**src/rtl/shared_mem_arbiter.sv**
```systemverilog
// Round-robin arbiter putting two requesters onto one single-port shared BRAM.
// Optional macro SHARED_LOCK_EN adds a_lock/b_lock ports and a lock owner.
module shared_mem_arbiter #(
    parameter int ADDR_W = 12,
    parameter int DATA_W = 32
) (
    input  logic              clk,
    input  logic              reset,
`ifdef SHARED_LOCK_EN
    input  logic              a_lock,
    input  logic              b_lock,
`endif
    input  logic              a_req,
    input  logic              a_we,
    input  logic [ADDR_W-1:0] a_addr,
    input  logic [DATA_W-1:0] a_wdata,
    output logic              a_ack,
    output logic [DATA_W-1:0] a_rdata,
    input  logic              b_req,
    input  logic              b_we,
    input  logic [ADDR_W-1:0] b_addr,
    input  logic [DATA_W-1:0] b_wdata,
    output logic              b_ack,
    output logic [DATA_W-1:0] b_rdata,
    output logic              mem_en,
    output logic              mem_we,
    output logic [ADDR_W-1:0] mem_addr,
    output logic [DATA_W-1:0] mem_wdata,
    input  logic [DATA_W-1:0] mem_rdata,
    output logic              busy
);

    localparam logic [1:0] S_IDLE   = 2'd0;
    localparam logic [1:0] S_ACCESS = 2'd1;
    localparam logic [1:0] S_RESP   = 2'd2;

    // Requester identity: 0 = A (physics), 1 = B (laser).
    logic [1:0]        r_state;
    logic              r_winner;
    logic              r_last_grant;
    logic              r_we;
    logic              r_mem_en;
    logic              r_mem_we;
    logic [ADDR_W-1:0] r_mem_addr;
    logic [DATA_W-1:0] r_mem_wdata;
    logic [DATA_W-1:0] r_a_rdata;
    logic [DATA_W-1:0] r_b_rdata;

    logic w_a_cand;
    logic w_b_cand;
    logic w_grant_valid;
    logic w_grant_b;
    logic w_resp;

`ifdef SHARED_LOCK_EN
    logic r_owned;
    logic r_owner;
    logic w_owner_lock;
    logic w_lock_hold;
    logic w_winner_lock;

    assign w_owner_lock  = r_owner ? b_lock : a_lock;
    assign w_lock_hold   = r_owned & w_owner_lock;
    assign w_a_cand      = a_req & ~(w_lock_hold & r_owner);
    assign w_b_cand      = b_req & ~(w_lock_hold & ~r_owner);
    assign w_winner_lock = w_grant_b ? b_lock : a_lock;

    always_ff @(posedge clk) begin
        if (!reset) begin
            r_owned <= 1'b0;
            r_owner <= 1'b0;
        end else if (r_state == S_IDLE) begin
            if (w_grant_valid && w_winner_lock) begin
                r_owned <= 1'b1;
                r_owner <= w_grant_b;
            end else if (r_owned && !w_owner_lock) begin
                r_owned <= 1'b0;
            end
        end
    end
`else
    assign w_a_cand = a_req;
    assign w_b_cand = b_req;
`endif

    // On a tie the requester that was not served last wins.
    assign w_grant_valid = w_a_cand | w_b_cand;
    assign w_grant_b     = w_b_cand & (~w_a_cand | ~r_last_grant);

    always_ff @(posedge clk) begin
        if (!reset) begin
            r_state      <= S_IDLE;
            r_winner     <= 1'b0;
            r_last_grant <= 1'b1;
            r_we         <= 1'b0;
            r_mem_en     <= 1'b0;
            r_mem_we     <= 1'b0;
            r_mem_addr   <= '0;
            r_mem_wdata  <= '0;
            r_a_rdata    <= '0;
            r_b_rdata    <= '0;
        end else begin
            case (r_state)
                S_IDLE: begin
                    if (w_grant_valid) begin
                        r_winner    <= w_grant_b;
                        r_we        <= w_grant_b ? b_we : a_we;
                        r_mem_en    <= 1'b1;
                        r_mem_we    <= w_grant_b ? b_we : a_we;
                        r_mem_addr  <= w_grant_b ? b_addr : a_addr;
                        r_mem_wdata <= w_grant_b ? b_wdata : a_wdata;
                        r_state     <= S_ACCESS;
                    end
                end
                S_ACCESS: begin
                    r_mem_en <= 1'b0;
                    r_mem_we <= 1'b0;
                    r_state  <= S_RESP;
                end
                S_RESP: begin
                    if (!r_we) begin
                        if (r_winner) r_b_rdata <= mem_rdata;
                        else          r_a_rdata <= mem_rdata;
                    end
                    r_last_grant <= r_winner;
                    r_state      <= S_IDLE;
                end
                default: r_state <= S_IDLE;
            endcase
        end
    end

    // NOTE: ack is qualified by reset so a transaction abandoned in RESP never acks.
    assign w_resp = (r_state == S_RESP) & reset;
    assign a_ack  = w_resp & ~r_winner;
    assign b_ack  = w_resp & r_winner;

    // NOTE: BRAM data is forwarded during the ack cycle so rdata is valid alongside ack.
    assign a_rdata = (a_ack && !r_we) ? mem_rdata : r_a_rdata;
    assign b_rdata = (b_ack && !r_we) ? mem_rdata : r_b_rdata;

    assign mem_en    = r_mem_en;
    assign mem_we    = r_mem_we;
    assign mem_addr  = r_mem_addr;
    assign mem_wdata = r_mem_wdata;
    assign busy      = (r_state != S_IDLE);

endmodule
```
**config.mk**
```make
export PLATFORM = sky130hd
export DESIGN_NAME = shared_mem_arbiter
export DESIGN_NICKNAME = d
export VERILOG_FILES = /design/src/rtl/shared_mem_arbiter.sv
export SDC_FILE = /design/constraint.sdc
export NUM_CORES = 1
export LEC_CHECK = 0
export CORE_ASPECT_RATIO = 1.75
export CORE_MARGIN = 2
export CORE_UTILIZATION = 37
export CTS_CLUSTER_SIZE = 24
export DETAILED_ROUTE_END_ITERATION = 6
export PLACE_DENSITY = 0.82
export SYNTH_ARGS = -nofsm -noshare
export SYNTH_HDL_FRONTEND = slang
export SYNTH_SLANG_ARGS = --single-unit
```
**constraint.sdc**
```tcl
create_clock -name clk -period 1.6 [get_ports clk]
set_input_delay 0.24 -clock clk [delete_from_list [all_inputs] [get_ports clk]]
set_output_delay 0.24 -clock clk [all_outputs]
set_load 0.01 [all_outputs]
```
After elaboration in Yosys (flattened, before gate mapping):

Cells that the tools add are included.

* eq/ne operators: 3
* mux-type cells: 11
* bitwise operators: 10
* reduce and logical (&&, ||, !) cells: 10

Operators with widths (count)
* $mux W32: 3
* $mux W12: 1
* $reduce_and A3 Y1: 2
* $and A1 B1 Y1: 4
* $not A1 Y1: 4
* $pmux W1 S2: 2
* $pmux W2 S2: 1
* $reduce_and A2 Y1: 2
* $reduce_bool A2 Y1: 2
* $mux W1: 3
* $eq A2 B1 Y1 const B: 1
* $eq A2 B2 Y1 const B: 1
* $logic_and A1 B1 Y1: 2
* $logic_not A2 Y1: 1
* $mux W2: 1
* $ne A2 B2 Y1 const B: 1
* $or A1 B1 Y1: 2
* $logic_not A1 Y1: 1

* bits in registers: 115
* logic and storage cells: 44

Logic depth before layout (Yosys ltp):

* depth after elaboration: 6
* mapped depth: 6
* mapped depth without buffers: 3

Worst setup path before layout:

OpenSTA, ideal clock, no wires.

* path type: register -> output
* start: register r_state[0]
* end: output a_rdata[3]
* arrival time: 1.506 ns
* setup slack: -0.146 ns
* cell stages (with the launch flop): 6
* path buffers: 2
* cells stage by stage: dfxtp_1 nand2b_1 buf_2 nor3_4 buf_6 mux2_1

* word-level cells in the longest chain between the ends: 5

RTL lines
* start: declaration: RTL line 38 `logic [1:0] r_state;`
* start signal: assignment: RTL line 92 `r_state <= S_IDLE;`
* start signal: assignment: RTL line 112 `r_state <= S_ACCESS;`
* start signal: assignment: RTL line 118 `r_state <= S_RESP;`
* $eq A2 B2 Y1: RTL line 134 `assign w_resp = (r_state == S_RESP) & reset;`
* $and A1 B1 Y1: RTL line 134
* $and A1 B1 Y1: RTL line 135 `assign a_ack = w_resp & ~r_winner;`
* $logic_and A1 B1 Y1: RTL line 139 `assign a_rdata = (a_ack && !r_we) ? mem_rdata : r_a_rdata;`
* $mux W32: RTL line 139
* end: declaration: RTL line 18 `output logic [DATA_W-1:0] a_rdata,`

Every way passes these cells.

Worst setup path after layout:

* start: register r_winner
* end: output a_rdata[26]

* word-level cells in the longest chain between the ends: 4

RTL lines
* start: declaration: RTL line 39 `logic r_winner;`
* start signal: assignment: RTL line 106 `r_winner <= w_grant_b;`
* $not A1 Y1 (no line)
* $and A1 B1 Y1: RTL line 135
* $logic_and A1 B1 Y1: RTL line 139
* $mux W32: RTL line 139

Every way passes these cells.

==> Implementation_results.wiki <==
{| class="wikitable"
! Metric !! Value
|-
| Run status || finished, violations left
|-
| Violations in the final reports || negative setup slack
|-
| Post-detailed-routing wire length || approximately 18,000 um
|-
| Power density over cell area || between 900 and 1000 nW/um^2
|-
| Hold Vio Cnt, Final || 0
|-
| Critical Path Most Common Cell || sky130_fd_sc_hd__buf_6
|-
| Endpoint kind of the worst setup timing path || output port
|-
| Width of the die || 91.7 um
|-
| Crit Path Max Fanout || 5
|-
| Aggregate global-route resource usage || 0.243
|-
| Global-route congestion overflow total || 0
|-
| Detailed-routing iteration count for the pre-antenna-repair pass || 5
|-
| Antenna violations before repair || 0
|-
| Commonest cells after routing, fill and taps aside || 166 x sky130_fd_sc_hd__clkdlybuf4s50_1, 113 x sky130_fd_sc_hd__dfxtp_1, 90 x sky130_fd_sc_hd__nand2_1, 78 x sky130_fd_sc_hd__buf_6, 71 x sky130_fd_sc_hd__buf_4
|-
| Area growth from synthesis to layout || 88.9%
|-
| Via density per instance || ~5.3
|-
| Least setup slack across all paths after layout || -0.566 ns
|-
| Average cell area after synthesis || between 9 and 10 sq um
|-
| I/O pin total || 239
|-
| Worst path cell trace || nand2b_4, nor3_4, buf_6, buf_12, buf_8, mux2_4, buf_6
|-
| Category of the critical setup timing path || flop to output port
|-
| Final instance count without filler cells || 999
|-
| Syn Inst Count || 500
|-
| Clock-pin slew of the registers on the worst-case setup and hold paths || 0.06 ns
|-
| Post-layout minimum cycle time || 2.17 ns
|-
| Diode count || 0
|-
| Leakage power figure || ~4.0 nW
|-
| Clock tree sinks || between 100 and 150
|-
| Vias after detailed routing || approximately 5,300
|-
| DRC Markers || 0
|-
| Part of the Yosys area used for sequential elements || 0.462
|-
| Gpl congestion || between 0.8 and 0.9
|-
| Core Region || 13,300 sq um
|-
| TritonCTS buffer count || 17
|-
| Most common library cell in the layout ignoring fill and taps || sky130_fd_sc_hd__clkdlybuf4s50_1
|-
| Detailed-placement wirelength estimate || 12,000 um
|-
| Actual slew at the worst max-slew pin || approximately 0.33 ns
|-
| Clock tree root driver cell || sky130_fd_sc_hd__clkbuf_16
|-
| Core Rows || 56
|-
| Post-Place Worst Slack || -1.01 ns
|-
| Final Util || 0.707
|-
| Maximum clock insertion buffer count || 2
|-
| Number of buffers added to fix hold violations after cts || 0
|-
| Die outline area || around 14,000 sq um
|-
| Clock latency on the worst-skew pair || 0.41 ns
|-
| Total number of yosys warnings || 0
|-
| Post-DR wirelength/cell || 18.2 um
|-
| Port Buf Inserts || 238
|-
| Wire length of the first global-routing pass || 27,800 um
|-
| Count of routing violations after the opening detailed-route iteration || 177
|-
| Max-cap check violation count || 0
|-
| Rel. slew slack || 0.771
|-
| Number of nets with antenna violations after routing || 0
|-
| Unrepaired setup endpoints after global routing || yes
|-
| Worst setup skew after layout || 0.00830 ns
|-
| Share of final-layout standard cells stronger than drive strength 1 || 0.336
|-
| Required time of the critical path || 1.36 ns
|-
| Starting Density || 0.374
|-
| Placed Instance Area || approximately 8200 sq um
|-
| Cell with the largest stage delay on the worst path || sky130_fd_sc_hd__dfxtp_2
|-
| Number of synthesized register bits || about 120
|-
| Setup violation total in the final timing report || 80
|-
| Syn nets || about 630
|-
| Number of max-slew violations in the final report || 0
|-
| Post-Place Cells || just over 900
|-
| Maximum clock frequency || around 460 MHz
|-
| Clock tree from TritonCTS || done
|-
| Distinct cell type count after synthesis || 25
|-
| Data arrival at the endpoint of the critical path || 1.93 ns
|-
| Die span in y || ~160 um
|-
| Path type of the worst min-delay path || primary input to flop
|-
| Startpoint type of the worst setup path || flop
|-
| Final Cycle Share || 1.35
|-
| Via count of the first global-routing pass || 5,520
|-
| Largest voltage drop on the vdd net || 0.697 mV
|-
| Cell area after synthesis || 4980 sq um
|-
| Nets || 938
|-
| Summed negative setup slack over all endpoints || -32.46 ns
|-
| H-tree depth || 4
|-
| Pin count of the biggest net entering global routing || 47
|-
| Post-route cell area || between 9000 and 10,000 sq um
|-
| Slowest stage delay, CP || approximately 0.33 ns
|}
synthesized netlist by cell type (all sizes together):
cell | n | share of area
dfxtp | 115 | 0.46
nand2 | 91 | 0.069
a22o | 64 | 0.11
mux2 | 64 | 0.14
a21oi | 46 | 0.046
a311oi | 44 | 0.077
clkbuf | 28 | 0.021
buf | 21 | 0.029
nor2 | 5 | 0.0038
inv | 3 | 0.0023
nand2b | 3 | 0.0038
a211oi | 2 | 0.0030
a22oi | 2 | 0.0030
nor3 | 2 | 0.0065
o31a | 2 | 0.0035
a21bo | 1 | 0.0020
a21boi | 1 | 0.0023
a21o | 1 | 0.0015
and2 | 1 | 0.0013
and3 | 1 | 0.0013
mux2i | 1 | 0.0020
o211ai | 1 | 0.0015
or2 | 1 | 0.0013
report_power, final:
part / switching [mW] / internal [mW] / total, mW
combinational: 0.713 / 1.00 / 1.71
clock: 1.40 / 2.66 / 4.07
sequential: 0.115 / 3.05 / 3.16
logic make-up (layout without fill, tap and decap cells):
group                  after synthesis  in the layout  share of synthesized area
buffers and inverters               52            377                     0.0520
AND/OR/NAND/NOR                    104            104                     0.0864
flip-flops                         115            115                      0.462
AO/OA/AOI/OAI                      164            164                      0.253
multiplexers                        65             65                      0.147
what timing repair did:
action | CTS | global route
cloned | 7 | 1
pin swaps | 3 | 2
setup buffers | 26 | 8
setup endpoints to repair | 68 | 86
resized for setup | 349 | 32
path summary, 6_finish.rpt:
check	startpoint	end	slack, ns	cells after the start
min reg2reg	r_a_rdata[14]	r_a_rdata[14]	0.47	1
max	r_winner	a_rdata[26]	-0.57	7
min	a_wdata[29]	mem_wdata[29]	0.40	3
max reg2reg	r_we	r_a_rdata[20]	-0.08	7
metal layers:
layer  routed length [um]  global-route usage  vias up
met5                    0                   0        -
met4                  493               0.110        0
met3                 1290              0.0589       32
met2                 9970               0.457      256
met1                 6400               0.250     2569
li1                     -                   -     2484
per-stage QoR:
| step | total power, mW | hold slack [ns] |
|---|---|---|
| after global placement | 4.80 | 0.452 |
| after global routing | 9.27 | 0.390 |
| final | 8.94 | 0.404 |
| after CTS | 8.96 | 0.392 |
| after floorplan | 3.84 | 0.329 |
| after detailed placement | 4.84 | 0.457 |
critical path, delay by kind of cell, from the launching register on:
kind                   cells  cell delay (ns)
muxes                      1             0.30
buffers and inverters      4             0.52
DFF                        1             0.33
and+or+nand+nor            2             0.37
state kept, by name (all words and copies together) (netlist names):
| name | flops |
|---|---|
| mem_wdata | 32 |
| r_a_rdata | 32 |
| r_b_rdata | 32 |
| mem_addr | 12 |
| r_state | 2 |
| mem_en | 1 |
| mem_we | 1 |
| r_last_grant | 1 |
| r_we | 1 |
| r_winner | 1 |
cell type report:
cell class | count | area (sq um)
multi-input cells | 333 | 2700
clock inverters | 14 | 203
clock buffers | 18 | 439
flip-flops and latches | 115 | 2300
inverters | 3 | 11.3
fillers | 926 | 3900
repair buffers | 342 | 3540
well taps | 174 | 218
Note: power is estimated with default switching activity, not from simulation.
